### src/rtl/booth_csa_accumulator.sv
// rtl/booth_csa_accumulator.sv - sequential radix-4 Booth multiply-accumulate with carry-save accumulator
// One Booth partial product is compressed per cycle into a sum/carry pair; no carry-propagate adder here.
module booth_csa_accumulator #(
    parameter int DATA_BITS = 16,
    parameter int ACC_BITS  = 40
) (
    input  logic                 clk_i,
    input  logic                 rst_ni,
    input  logic                 in_valid_i,
    output logic                 in_ready_o,
    input  logic [DATA_BITS-1:0] in_a_i,
    input  logic [DATA_BITS-1:0] in_b_i,
    input  logic                 in_clr_i,
    output logic                 out_valid_o,
    input  logic                 out_ready_i,
    output logic [ACC_BITS-1:0]  sum_vec_o,
    output logic [ACC_BITS-1:0]  carry_vec_o
);

    localparam int STEPS = DATA_BITS / 2;
    localparam int SW    = (STEPS > 1) ? $clog2(STEPS) : 1;
    localparam int NW    = DATA_BITS + 2;

    typedef enum logic [1:0] {IDLE, BUSY, DONE} state_e;

    state_e              state_q, state_d;
    logic [ACC_BITS-1:0] sum_q, sum_d;
    logic [ACC_BITS-1:0] carry_q, carry_d;
    logic [ACC_BITS-1:0] pa_q, pa_d, na_q, na_d, p2a_q, p2a_d, n2a_q, n2a_d;
    logic [DATA_BITS:0]  b_q, b_d;
    logic [SW-1:0]       step_q, step_d;

    // Multiples are formed at DATA_BITS+2 width, where +/-2A of any operand still fits, then sign-extended.
    logic [NW-1:0]       a_ext, a_neg, a_dbl, a_dbl_neg;
    logic [ACC_BITS-1:0] pp_sel, pp, maj;

    assign a_ext     = {{2{in_a_i[DATA_BITS-1]}}, in_a_i};
    assign a_neg     = -a_ext;
    assign a_dbl     = a_ext << 1;
    assign a_dbl_neg = -a_dbl;

    always_comb begin
        pp_sel = '0;
        case (b_q[2:0])
            3'b001, 3'b010: pp_sel = pa_q;
            3'b011:         pp_sel = p2a_q;
            3'b100:         pp_sel = n2a_q;
            3'b101, 3'b110: pp_sel = na_q;
            default:        pp_sel = '0;
        endcase
    end

    assign pp  = pp_sel << {step_q, 1'b0};
    assign maj = (sum_q & carry_q) | (sum_q & pp) | (carry_q & pp);

    always_comb begin
        state_d = state_q;
        sum_d   = sum_q;
        carry_d = carry_q;
        pa_d    = pa_q;
        na_d    = na_q;
        p2a_d   = p2a_q;
        n2a_d   = n2a_q;
        b_d     = b_q;
        step_d  = step_q;
        case (state_q)
            IDLE: begin
                if (in_valid_i) begin
                    pa_d    = {{(ACC_BITS-NW){a_ext[NW-1]}}, a_ext};
                    na_d    = {{(ACC_BITS-NW){a_neg[NW-1]}}, a_neg};
                    p2a_d   = {{(ACC_BITS-NW){a_dbl[NW-1]}}, a_dbl};
                    n2a_d   = {{(ACC_BITS-NW){a_dbl_neg[NW-1]}}, a_dbl_neg};
                    b_d     = {in_b_i, 1'b0};
                    step_d  = '0;
                    state_d = BUSY;
                    if (in_clr_i) begin
                        sum_d   = '0;
                        carry_d = '0;
                    end
                end
            end
            BUSY: begin
                sum_d   = sum_q ^ carry_q ^ pp;
                carry_d = {maj[ACC_BITS-2:0], 1'b0};
                b_d     = b_q >> 2;
                step_d  = step_q + SW'(1);
                if (step_q == SW'(STEPS - 1)) begin
                    state_d = DONE;
                end
            end
            DONE: begin
                if (out_ready_i) begin
                    state_d = IDLE;
                end
            end
            default: state_d = IDLE;
        endcase
    end

    always_ff @(posedge clk_i or negedge rst_ni) begin
        if (!rst_ni) begin
            state_q <= IDLE;
            sum_q   <= '0;
            carry_q <= '0;
            pa_q    <= '0;
            na_q    <= '0;
            p2a_q   <= '0;
            n2a_q   <= '0;
            b_q     <= '0;
            step_q  <= '0;
        end else begin
            state_q <= state_d;
            sum_q   <= sum_d;
            carry_q <= carry_d;
            pa_q    <= pa_d;
            na_q    <= na_d;
            p2a_q   <= p2a_d;
            n2a_q   <= n2a_d;
            b_q     <= b_d;
            step_q  <= step_d;
        end
    end

    assign in_ready_o  = (state_q == IDLE);
    assign out_valid_o = (state_q == DONE);
    assign sum_vec_o   = sum_q;
    assign carry_vec_o = carry_q;

endmodule
### config.mk
export PLATFORM = sky130hd
export DESIGN_NAME = booth_csa_accumulator
export DESIGN_NICKNAME = d
export VERILOG_FILES = /design/src/rtl/booth_csa_accumulator.sv
export SDC_FILE = /design/constraint.sdc
export NUM_CORES = 1
export LEC_CHECK = 0
export CORE_UTILIZATION = 25
export DETAILED_ROUTE_END_ITERATION = 10
export PLACE_DENSITY_LB_ADDON = 0.08
export SKIP_CTS_REPAIR_TIMING = 1
export SLEW_MARGIN = 20
export SYNTH_ARGS = -nofsm -noshare
export SYNTH_HDL_FRONTEND = slang
export SYNTH_SLANG_ARGS = --single-unit
### constraint.sdc
create_clock -name clk_i -period 3.1 [get_ports clk_i]
set_input_delay 0.775 -clock clk_i [delete_from_list [all_inputs] [get_ports clk_i]]
set_output_delay 0.775 -clock clk_i [all_outputs]
set_load 0.01 [all_outputs]
==> results by group <==
Yosys
  – Number of enable-type register cells in the synthesized netlist: 0
  – Post-synth net total: 908
  – Top FF cell, synth: sky130_fd_sc_hd__dfrtp_1
  – Seq cells post-synth: 134
  – Number of instances in the synthesized netlist: ~830
  – Biggest area consumer among synthesized cells: sky130_fd_sc_hd__dfrtp_1
  – Share of synthesized registers carrying an async set or reset: 100%
  – Post-Syn Area per Cell: roughly 9.0 um^2
  – Most common library cells after synthesis: sky130_fd_sc_hd__nand2_1 (204), sky130_fd_sc_hd__dfrtp_1 (134), sky130_fd_sc_hd__o21ai_0 (101)
  – Count of different cell masters after synthesis: 55
  – Share of synthesized area occupied by flip-flops and latches: 44.9%
  – Area of the mapped netlist: between 7000 and 8000 um^2
  – Most frequent cell after synthesis: sky130_fd_sc_hd__nand2_1
  – Portion of synthesized cell area occupied by the leading cell type: approximately 45%
  – Cell types occupying the most area after synthesis: sky130_fd_sc_hd__dfrtp_1 (45%), sky130_fd_sc_hd__nand2_1 (10%), sky130_fd_sc_hd__fa_1 (10%)
  – Warnings, synthesis: 0

Critical path
  – Critical path endpoint category: register
  – WP data required: 3.45 ns
  – Crit-path max FO: 35
  – Top cell family by delay on the critical path: compound AO/OA/AOI/OAI gates
  – Buffers and inverters on the worst path: 2
  – Slowest stage delay, CP: 0.45 ns
  – Worst EP arrival: 3.25 ns
  – Series of cell instances along the critical path: xor2_2 > buf_12 > a221o_1 > o21ai_0 > a221o_1 > nor2_1 > a221oi_1 > buf_4 > fa_1 > o21ai_0
  – Startpoint-to-endpoint class of the critical path: reg2reg
  – Crit path launch type: register
  – Library cell contributing the largest single delay on the critical path: sky130_fd_sc_hd__dfrtp_1

Placed design
  – IO Port Bufs: around 120
  – Routability Congestion: 0.861
  – Post-Place Worst Slack: 0.188 ns
  – Post-DP HPWL: 16,700 um

Detailed routing
  – Number of remaining DRC errors: 0
  – Via-to-Cell Ratio: 4.61
  – Total vias in the final route: between 6,000 and 7,000
  – Drt wl/cell: 16.8 um
  – Detailed-routing iteration count for the pre-antenna-repair pass: 5
  – Remaining antenna violation count: 0
  – Violation count after the first detailed-route iteration: 420
  – Wire length reported by the detailed router: 22,700 um

Clock network
  – Clock net sink count: 134
  – H-tree levels: 4
  – TritonCTS clock tree: built
  – Buffer depth of the longest clock path: 2
  – Root buffer cell: sky130_fd_sc_hd__clkbuf_16
  – Clock latency at the later pin of the worst-skew pair: 0.43 ns
  – Num CTS Buffers: 17
  – Register clock-pin slew on the reported worst setup and hold paths: 0.07 ns

Layout
  – Fraction of layout cells with a size suffix above 1: 9.10%
  – Post-route core utilization: about a third
  – Area delta synth->final: 32.7%
  – Net count, final: 1,033
  – Antenna diode count: 0

GRT
  – Global-route wire length before repair: 37,700 um
  – GR Overflow Total: 0
  – Pin count of the biggest net entering global routing: 65
  – Number of antenna violations at the first check in global routing: 0
  – Via count of the first global-routing pass: 6,426
  – Overall routing resource usage: 15.9%

Floorplanning
  – Rows: 62
  – Floorplan die height: 175 um
  – Initial Util: 25.7%
  – Area of the core region: 29,100 um^2
  – Die extent in x: 175 um
  – Num ports: approximately 120
  – Die Outline Area: 30,600 um^2

STA
  – Crit path time final: 2.90 ns
  – Slew of the pin with the lowest slew margin: around 0.7 ns
  – Final number of setup-violating endpoints: 0
  – Final worst path period share: 93.6%
  – Highest clock frequency the design can meet: 345 MHz
  – Relative slew margins: 54.0%
  – Sum of negative setup slack: 0 ns
  – Crit path setup slack, layout: 0.200 ns
  – Worst clock skew: 0.00783 ns
  – Number of max-slew violations in the final report: 0
  – Setup repair after global routing missed its margin: no
  – Hold Vio Cnt, Final: 0

Job
  – Number of maximum-capacitance constraint violations: 0

Outcome
  – Run status: finished, final reports clean

Power
  – Power density cells: 1220 nW/um^2
  – Peak supply drop: 0.449 mV
  – Leakage power of the design: 4.20 nW

Min path
  – Min-delay worst type: in2async
## sequential cells by signal, indices dropped and copies added, names as in the netlist
signal / flops
sum_vec_o: 40
carry_vec_o: 39
na_q: 18
b_q: 17
p2a_q: 15
step_q: 3
state_q: 2
## where the power goes
group	total, mW	internal, mW	switching (mW)
registers	3.27	2.57	0.698
logic	6.84	2.90	3.94
clock network	1.96	1.06	0.905
total	12.1	6.53	5.54
## cell families (layout without fill, tap and decap cells)
family                     Yosys count  after routing  share of synthesized area (%)
AOI/OAI and AO/OA                  213            213                           18.1
xor gates and xnor gates            12             12                           1.51
adders and majority gates           42             42                           10.8
buffers and inverters              136            274                           7.11
DFF                                134            134                           44.9
muxes                               21             21                           2.88
other                                1              1                         0.0502
and+or+nand+nor                    270            270                           14.6
## layout make-up
class                   count  area [um^2]
well taps                 384          480
flip-flops and latches    134         3350
fillers                  3080        19200
clock buffers              17          425
clock inverters            15          141
multi-input cells         559         3620
repair buffers            157         1590
inverters                  85          319
## placed cells by master (no fill, tap or decap), types with 3 or more instances in the layout
cell type                         netlist  layout
sky130_fd_sc_hd__nand2_1              204     204
sky130_fd_sc_hd__dfrtp_1              134     134
sky130_fd_sc_hd__clkdlybuf4s50_1        0     116
sky130_fd_sc_hd__o21ai_0              101     101
sky130_fd_sc_hd__inv_1                 85      85
sky130_fd_sc_hd__fa_1                  38      38
sky130_fd_sc_hd__nor2_1                35      34
sky130_fd_sc_hd__buf_4                  1      31
sky130_fd_sc_hd__a22oi_1               26      26
sky130_fd_sc_hd__a221oi_1              22      22
sky130_fd_sc_hd__clkbuf_16              0      17
sky130_fd_sc_hd__mux2i_1               17      16
sky130_fd_sc_hd__a21oi_1               17      15
sky130_fd_sc_hd__a22o_1                 9       9
sky130_fd_sc_hd__o22ai_1                9       9
sky130_fd_sc_hd__buf_12                 0       9
sky130_fd_sc_hd__nand3_1                8       8
sky130_fd_sc_hd__xnor2_1                6       6
sky130_fd_sc_hd__clkinv_4               0       6
sky130_fd_sc_hd__nor3_1                 5       5
sky130_fd_sc_hd__a221o_1                5       5
sky130_fd_sc_hd__xor2_1                 5       5
sky130_fd_sc_hd__mux2_2                 4       4
sky130_fd_sc_hd__ha_1                   4       4
sky130_fd_sc_hd__inv_6                  0       4
sky130_fd_sc_hd__o31ai_1                3       3
sky130_fd_sc_hd__a211oi_1               3       3
## worst paths after layout
path                       startpoint       endpoint  slack [ns]  cells after the start
hold reg to reg                b_q[6]         b_q[6]        0.48                      2
max in group asynchronous      rst_ni         b_q[1]        2.15                      2
min in group clk_i             b_q[6]         b_q[6]        0.48                      2
setup reg to reg               b_q[1]  sum_vec_o[22]        0.20                     10
setup / recovery               b_q[1]  sum_vec_o[22]        0.20                     10
hold / removal                 rst_ni  sum_vec_o[35]        0.32                      1
## layer usage
metal	share of wire, %	GRT usage [%]	vias to the layer above
met5	0	0	-
met4	2.1	5.83	0
met3	3.9	2.81	30
met2	47	24.4	155
met1	47	22.3	3012
li1	-	-	3032
## worst reg2reg max path, cell delays in order, from the launching register on
cell	delay (ns)
sky130_fd_sc_hd__dfrtp_1	0.45
sky130_fd_sc_hd__xor2_2	0.21
sky130_fd_sc_hd__buf_12	0.18
sky130_fd_sc_hd__a221o_1	0.35
sky130_fd_sc_hd__o21ai_0	0.13
sky130_fd_sc_hd__a221o_1	0.34
sky130_fd_sc_hd__nor2_1	0.08
sky130_fd_sc_hd__a221oi_1	0.34
sky130_fd_sc_hd__buf_4	0.19
sky130_fd_sc_hd__fa_1	0.39
sky130_fd_sc_hd__o21ai_0	0.16
## stage by stage
stage	hold slack, ns	total power, mW	std cells	instance area (um^2)
after global routing	0.342	13.3	1351	9920
after global placement	0.460	10.2	1319	9350
after detailed placement	0.464	10.2	1319	9350
after floorplan	0.446	7.17	829	7470
after CTS	0.327	12.3	1351	9910
final	0.317	12.1	1351	9920
Note: power is estimated with default switching activity, not from simulation.
